## src/rtl/controle_display_mux_pkg.sv

```systemverilog
// Shared definitions for the multiplexed 7-segment scan controller:
// active-low output constants, FSM state encoding and a width helper.
package controle_display_mux_pkg;

    localparam logic [6:0] SEG_APAGADO = 7'b1111111;
    localparam logic       ANODO_OFF   = 1'b1;
    localparam logic       DP_OFF      = 1'b1;

    typedef enum logic {
        APAGADO = 1'b0,
        ATIVO   = 1'b1
    } estado_t;

    // Counter width for n states; never below 1 so N_DIGITOS=1 still yields a legal vector.
    function automatic int clog2(input int n);
        int r;
        r = 0;
        while ((1 << r) < n) r++;
        return (r < 1) ? 1 : r;
    endfunction

endpackage

```

## src/rtl/controle_display_mux_7seg.sv

```systemverilog
// BCD to 7-segment decoder, segments {g,f,e,d,c,b,a}, active low.
// Codes above 9 leave every segment off.
module bcd_para_7seg
    import controle_display_mux_pkg::*;
(
    input  logic [3:0] bcd,
    output logic [6:0] segmentos
);

    always_comb begin
        unique case (bcd)
            4'd0:    segmentos = 7'b1000000;
            4'd1:    segmentos = 7'b1111001;
            4'd2:    segmentos = 7'b0100100;
            4'd3:    segmentos = 7'b0110000;
            4'd4:    segmentos = 7'b0011001;
            4'd5:    segmentos = 7'b0010010;
            4'd6:    segmentos = 7'b0000010;
            4'd7:    segmentos = 7'b1111000;
            4'd8:    segmentos = 7'b0000000;
            4'd9:    segmentos = 7'b0010000;
            default: segmentos = SEG_APAGADO;
        endcase
    end

endmodule

```

## src/rtl/controle_display_mux.sv

```systemverilog
// Time-multiplexed scan controller for N common-anode digits sharing one decoder.
// Latches a per-frame snapshot, blanks the start of each slot, suppresses leading zeros.
module controle_display_mux
    import controle_display_mux_pkg::*;
#(
    parameter int N_DIGITOS     = 4,
    parameter int DIV_VARREDURA = 50000,
    parameter int T_APAGADO     = 500
) (
    input  logic                     clk,
    input  logic                     rst,
    input  logic                     habilita,
    input  logic [4*N_DIGITOS-1:0]   digitos,
    input  logic [N_DIGITOS-1:0]     pontos,
    input  logic                     supressao_zeros,
    output logic [6:0]               display,
    output logic                     dp,
    output logic [N_DIGITOS-1:0]     anodos
);

    localparam int IW = clog2(N_DIGITOS);
    localparam int CW = clog2(DIV_VARREDURA);

    localparam logic [CW-1:0] ULTIMO_CONT    = CW'(DIV_VARREDURA - 1);
    localparam logic [CW-1:0] LIMITE_APAGADO = CW'(T_APAGADO);
    localparam logic [IW-1:0] ULTIMO_IDX     = IW'(N_DIGITOS - 1);

    logic [CW-1:0]            contador_q, contador_d;
    logic [IW-1:0]            indice_q, indice_d;
    estado_t                  estado_q, estado_d;
    logic                     captura;
    logic [4*N_DIGITOS-1:0]   snapshot;
    logic [N_DIGITOS-1:0]     pontos_snap;

    logic [N_DIGITOS-1:0]     suprimido;
    logic                     acima_zero;
    logic                     zero_i;
    logic [3:0]               digito_sel;
    logic                     ponto_sel;
    logic                     supr_sel;
    logic [N_DIGITOS-1:0]     anodo_sel;
    logic [6:0]               segmentos;

    // NOTE: every signal written in an always_comb gets a default first, so no path leaves it unassigned and no latch is inferred.
    always_comb begin
        contador_d = contador_q;
        indice_d   = indice_q;
        estado_d   = estado_q;
        captura    = 1'b0;
        if (!habilita) begin
            contador_d = '0;
            indice_d   = '0;
            estado_d   = APAGADO;
        end else begin
            // The frame snapshot is only taken at the very start of digit 0's slot.
            captura = (contador_q == '0) && (indice_q == '0);
            if (contador_q == ULTIMO_CONT) begin
                contador_d = '0;
                indice_d   = (indice_q == ULTIMO_IDX) ? '0 : indice_q + 1'b1;
            end else begin
                contador_d = contador_q + 1'b1;
            end
            estado_d = (contador_d < LIMITE_APAGADO) ? APAGADO : ATIVO;
        end
    end

    // NOTE: sequential state uses non-blocking assignments so every register samples pre-edge values.
    always_ff @(posedge clk) begin
        if (rst) begin
            contador_q  <= '0;
            indice_q    <= '0;
            estado_q    <= APAGADO;
            snapshot    <= '0;
            pontos_snap <= '0;
        end else begin
            contador_q <= contador_d;
            indice_q   <= indice_d;
            estado_q   <= estado_d;
            if (captura) begin
                snapshot    <= digitos;
                pontos_snap <= pontos;
            end
        end
    end

    // Walk from the most significant digit down; a digit is blank only while all above are blank too.
    always_comb begin
        suprimido  = '0;
        acima_zero = 1'b1;
        zero_i     = 1'b0;
        for (int i = N_DIGITOS - 1; i >= 0; i--) begin
            zero_i = (snapshot[i*4 +: 4] == 4'd0) && !pontos_snap[i];
            if (i != 0) suprimido[i] = supressao_zeros && zero_i && acima_zero;
            acima_zero = acima_zero && zero_i;
        end
    end

    always_comb begin
        digito_sel = 4'd0;
        ponto_sel  = 1'b0;
        supr_sel   = 1'b0;
        anodo_sel  = {N_DIGITOS{ANODO_OFF}};
        for (int i = 0; i < N_DIGITOS; i++) begin
            if (indice_q == IW'(i)) begin
                digito_sel   = snapshot[i*4 +: 4];
                ponto_sel    = pontos_snap[i];
                supr_sel     = suprimido[i];
                anodo_sel[i] = ~ANODO_OFF;
            end
        end
    end

    bcd_para_7seg u_decodificador (
        .bcd       (digito_sel),
        .segmentos (segmentos)
    );

    always_ff @(posedge clk) begin
        if (rst) begin
            anodos  <= {N_DIGITOS{ANODO_OFF}};
            display <= SEG_APAGADO;
            dp      <= DP_OFF;
        end else if (habilita && (estado_q == ATIVO) && !supr_sel) begin
            anodos  <= anodo_sel;
            display <= segmentos;
            dp      <= ~ponto_sel;
        end else begin
            anodos  <= {N_DIGITOS{ANODO_OFF}};
            display <= SEG_APAGADO;
            dp      <= DP_OFF;
        end
    end

endmodule

```

## config.mk

```make
export PLATFORM = sky130hd
export DESIGN_NAME = controle_display_mux
export DESIGN_NICKNAME = d
export VERILOG_FILES = /design/src/rtl/controle_display_mux_pkg.sv /design/src/rtl/controle_display_mux_7seg.sv /design/src/rtl/controle_display_mux.sv
export SDC_FILE = /design/constraint.sdc
export NUM_CORES = 1
export LEC_CHECK = 0
export CAP_MARGIN = 40
export CORE_MARGIN = 2
export CORE_UTILIZATION = 48
export DETAILED_ROUTE_END_ITERATION = 8
export PLACE_DENSITY = 0.75
export SKIP_CTS_REPAIR_TIMING = 1
export SYNTH_ARGS = -nofsm -noshare
export SYNTH_HDL_FRONTEND = slang
export SYNTH_SLANG_ARGS = --single-unit
```

## constraint.sdc

```tcl
create_clock -name clk -period 2.4 [get_ports clk]
set_clock_uncertainty 0.05 [all_clocks]
set_input_delay 0.24 -clock clk [delete_from_list [all_inputs] [get_ports clk]]
set_output_delay 0.24 -clock clk [all_outputs]
set_load 0.005 [all_outputs]
```

==> flow_summary.yaml <==
synth:
  syn_area_um2: 2420
  yosysSeqAreaShare: 0.421
  async_flop_share: 0
  syn-instance-count: 273
  synth_edf_count: 0
  synth.avg_cell_area_um2: 8.88
  ys.flop_type: "dfxtp_1"
  synth-seq-cells: 51
  yosysWarnings: 0
  yosysUniqueCellTypes: 41
  synth_nets: 308
die:
  core_um2: 4790
  die_y_um: 75.1
  rows: 25
  fp.dieW_um: 75.1
  initial_core_util: 0.507
  fp.dieArea_um2: 5640
  ioPinCount: 36
drt:
  routed_wl_um: 5170
  dr.pass1.iters: 4
  drt-vias-per-instance: 5.23
  drc: 0
  vias: 2055
  wl_per_cell_um: 13.2
  first_iter_violations: 120
  ant_nets: 0
sta:
  setup_viol: 1
  period_share: 1.03
  finalMaxSlewViolations: 0
  rsz0062_at_grt: "yes"
  maxSlewHeadroom: 0.712
  fin_ws_ns: -0.0750
  layout_min_cycle_time_ns: 2.48
  hold_viol_final: 0
  worst_slew_pin_slew_ns: 0.432
  hold_ws_ns: 0.412
  clock.fmax_mhz: 404
global_route:
  overflow: 0
  antenna_found_initial: 0
  grt_max_degree: 21
  grt_pass1_wl_um: 8520
  grt_use_total: 0.200
  grt_pass1_vias: 1858
clock_tree:
  clkSinkCount: 51
  cts_tree: "done"
  insertion_delay_ns: 0.30
  htreeDepth: 2
  cts_root_buf: "clkbuf_8"
  cts_buffers: 5
  clockBufferDepth: 2
  path_clk_slew_ns: 0.09
min_path:
  min_path_cells: 1
  hp-start: "contador_q[0]"
  hold_path_end: "contador_q[0]"
  hold_class: "register to register"
finish:
  final_common_cell: "dfxtp_1"
  antenna_cells: 0
  n_fill_cell: 397
  regArea_um2: 1020
  fin_util: 0.652
  drive_gt1_frac: 0.153
  multi_input_area_um2: 1320
  fin_area_um2: 3120
  layout_common_cells: "dfxtp_1 (48), nor2_1 (43), clkdlybuf4s50_1 (35)"
  nNetsFinal: 360
  syn2layout_area_growth_pct: 28.7
worst_setup_path:
  crit_path_end_kind: "register"
  reg2reg_depth: 6
  required_ns: 2.54
  rr_endpoint: "estado_q"
  worstPathMaxFanout: 6
  critPathLaunchType: "register"
  crit_chain: "or4_4 -> or3_4 -> or4_4 -> nand2_4 -> nor2_2 -> or4_1"
  ff2ff_setup_slack_ns: -0.08
  reg2reg_from: "contador_q[7]"
  criticalPathCategory: "register to register"
  critPathArrivalTime_ns: 2.61
  cpPeakStageDelay_ns: 0.51
  crit_slowest_cell: "or4_4"
  cp_common_cell: "or4_4"
flow_run:
  cap_violations: 0
place:
  place_area_um2: 3000
  place_hpwl_um: 3890
  port_buffers: 35
  place_congestion: 0.887
status:
  status: "finished, violations left"
  violations: "setup timing"
pwr:
  pwr_density_cell_nw_per_um2: 510
  leakage_nw: 1.25
  power_mw: 1.59
  ir_worst_vdd_mv: 0.338
-- cells in the mapped netlist, types with 2 or more instances --
cell	instances	area (um^2)
a21oi_1	10	50.1
clkbuf_1	11	41.3
mux2i_1	25	250
and3_1	3	18.8
nand3_1	9	45.0
nand3b_1	2	15.0
inv_1	12	45.0
dfxtp_1	51	1020
nand2b_1	3	18.8
buf_2	2	10.0
nand4_1	5	31.3
nor2b_1	2	12.5
nor4_1	4	25.0
or3_1	3	18.8
nand2_1	19	71.3
a31o_2	5	43.8
or4_1	2	15.0
o21ai_0	7	35.0
a22oi_1	4	30.0
o211ai_1	2	15.0
nor2_1	43	161
ha_1	11	138
nor3_1	5	25.0
xnor2_1	5	43.8
xor2_1	10	87.6
a221o_1	3	30.0
-- cells by family after synthesis --
family,count (synthesis),synth area share
simple gates,106,0.209
flops,51,0.421
compound gates,39,0.111
buf+inv,26,0.0444
mux,25,0.103
xor+xnor,15,0.0542
fa+ha+maj,11,0.0568
-- final cells by class --
class	instances	area share
clock buffer	6	0.0265
clock inverter	2	0.00521
inverter	12	0.0144
multi-input combinational	196	0.423
sequential	51	0.328
tap	67	0.0269
timing repair buffer	59	0.175
-- how the worst max path moves through the flow --
| stage | startpoint | to | slack (ns) |
|---|---|---|---|
| after detailed placement | contador_q[7] | estado_q | -0.06 |
| after CTS | contador_q[7] | estado_q | -0.07 |
| after floorplan | contador_q[7] | estado_q | -0.01 |
| after global routing | contador_q[7] | estado_q | -0.13 |
| after global placement | contador_q[7] | estado_q | -0.03 |
| final | contador_q[7] | estado_q | -0.08 |
-- flip-flops by register name, indices dropped and copies added (netlist names) --
name         count
contador_q      16
anodos           4
indice_q         2
estado_q         1
snapshot        16
display          7
pontos_snap      4
dp               1
-- per-stage QoR --
stage / setup slack, ns / setup TNS, ns / instances
3_5_place_dp: -0.0563 / -0.0563 / 385
3_3_place_gp: -0.0272 / -0.0272 / 385
4_1_cts: -0.0694 / -0.0694 / 393
2_1_floorplan: -0.0144 / -0.0144 / 273
5_1_grt: -0.129 / -0.148 / 393
6_report: -0.0750 / -0.0750 / 393
-- metal layers --
metal / track usage / part of all wire / up-vias
met5: 0 / 0 / -
met4: 0.0913 / 0.014 / 0
met3: 0.0495 / 0.040 / 7
met2: 0.293 / 0.46 / 56
met1: 0.276 / 0.49 / 948
li1: - / - / 1044
-- where the power goes --
part	total (mW)	internal, mW	leakage (nW)	switching (mW)
logic	0.178	0.0990	0.785	0.0790
registers	0.887	0.869	0.416	0.0178
clock network	0.525	0.236	0.0474	0.289
-- worst max-delay path: cells and delay by family (launching register included) --
kind	cells	cell delay [ns]
DFF	1	0.33
and+or+nand+nor	6	1.97
(Power assumes the default switching activity.)
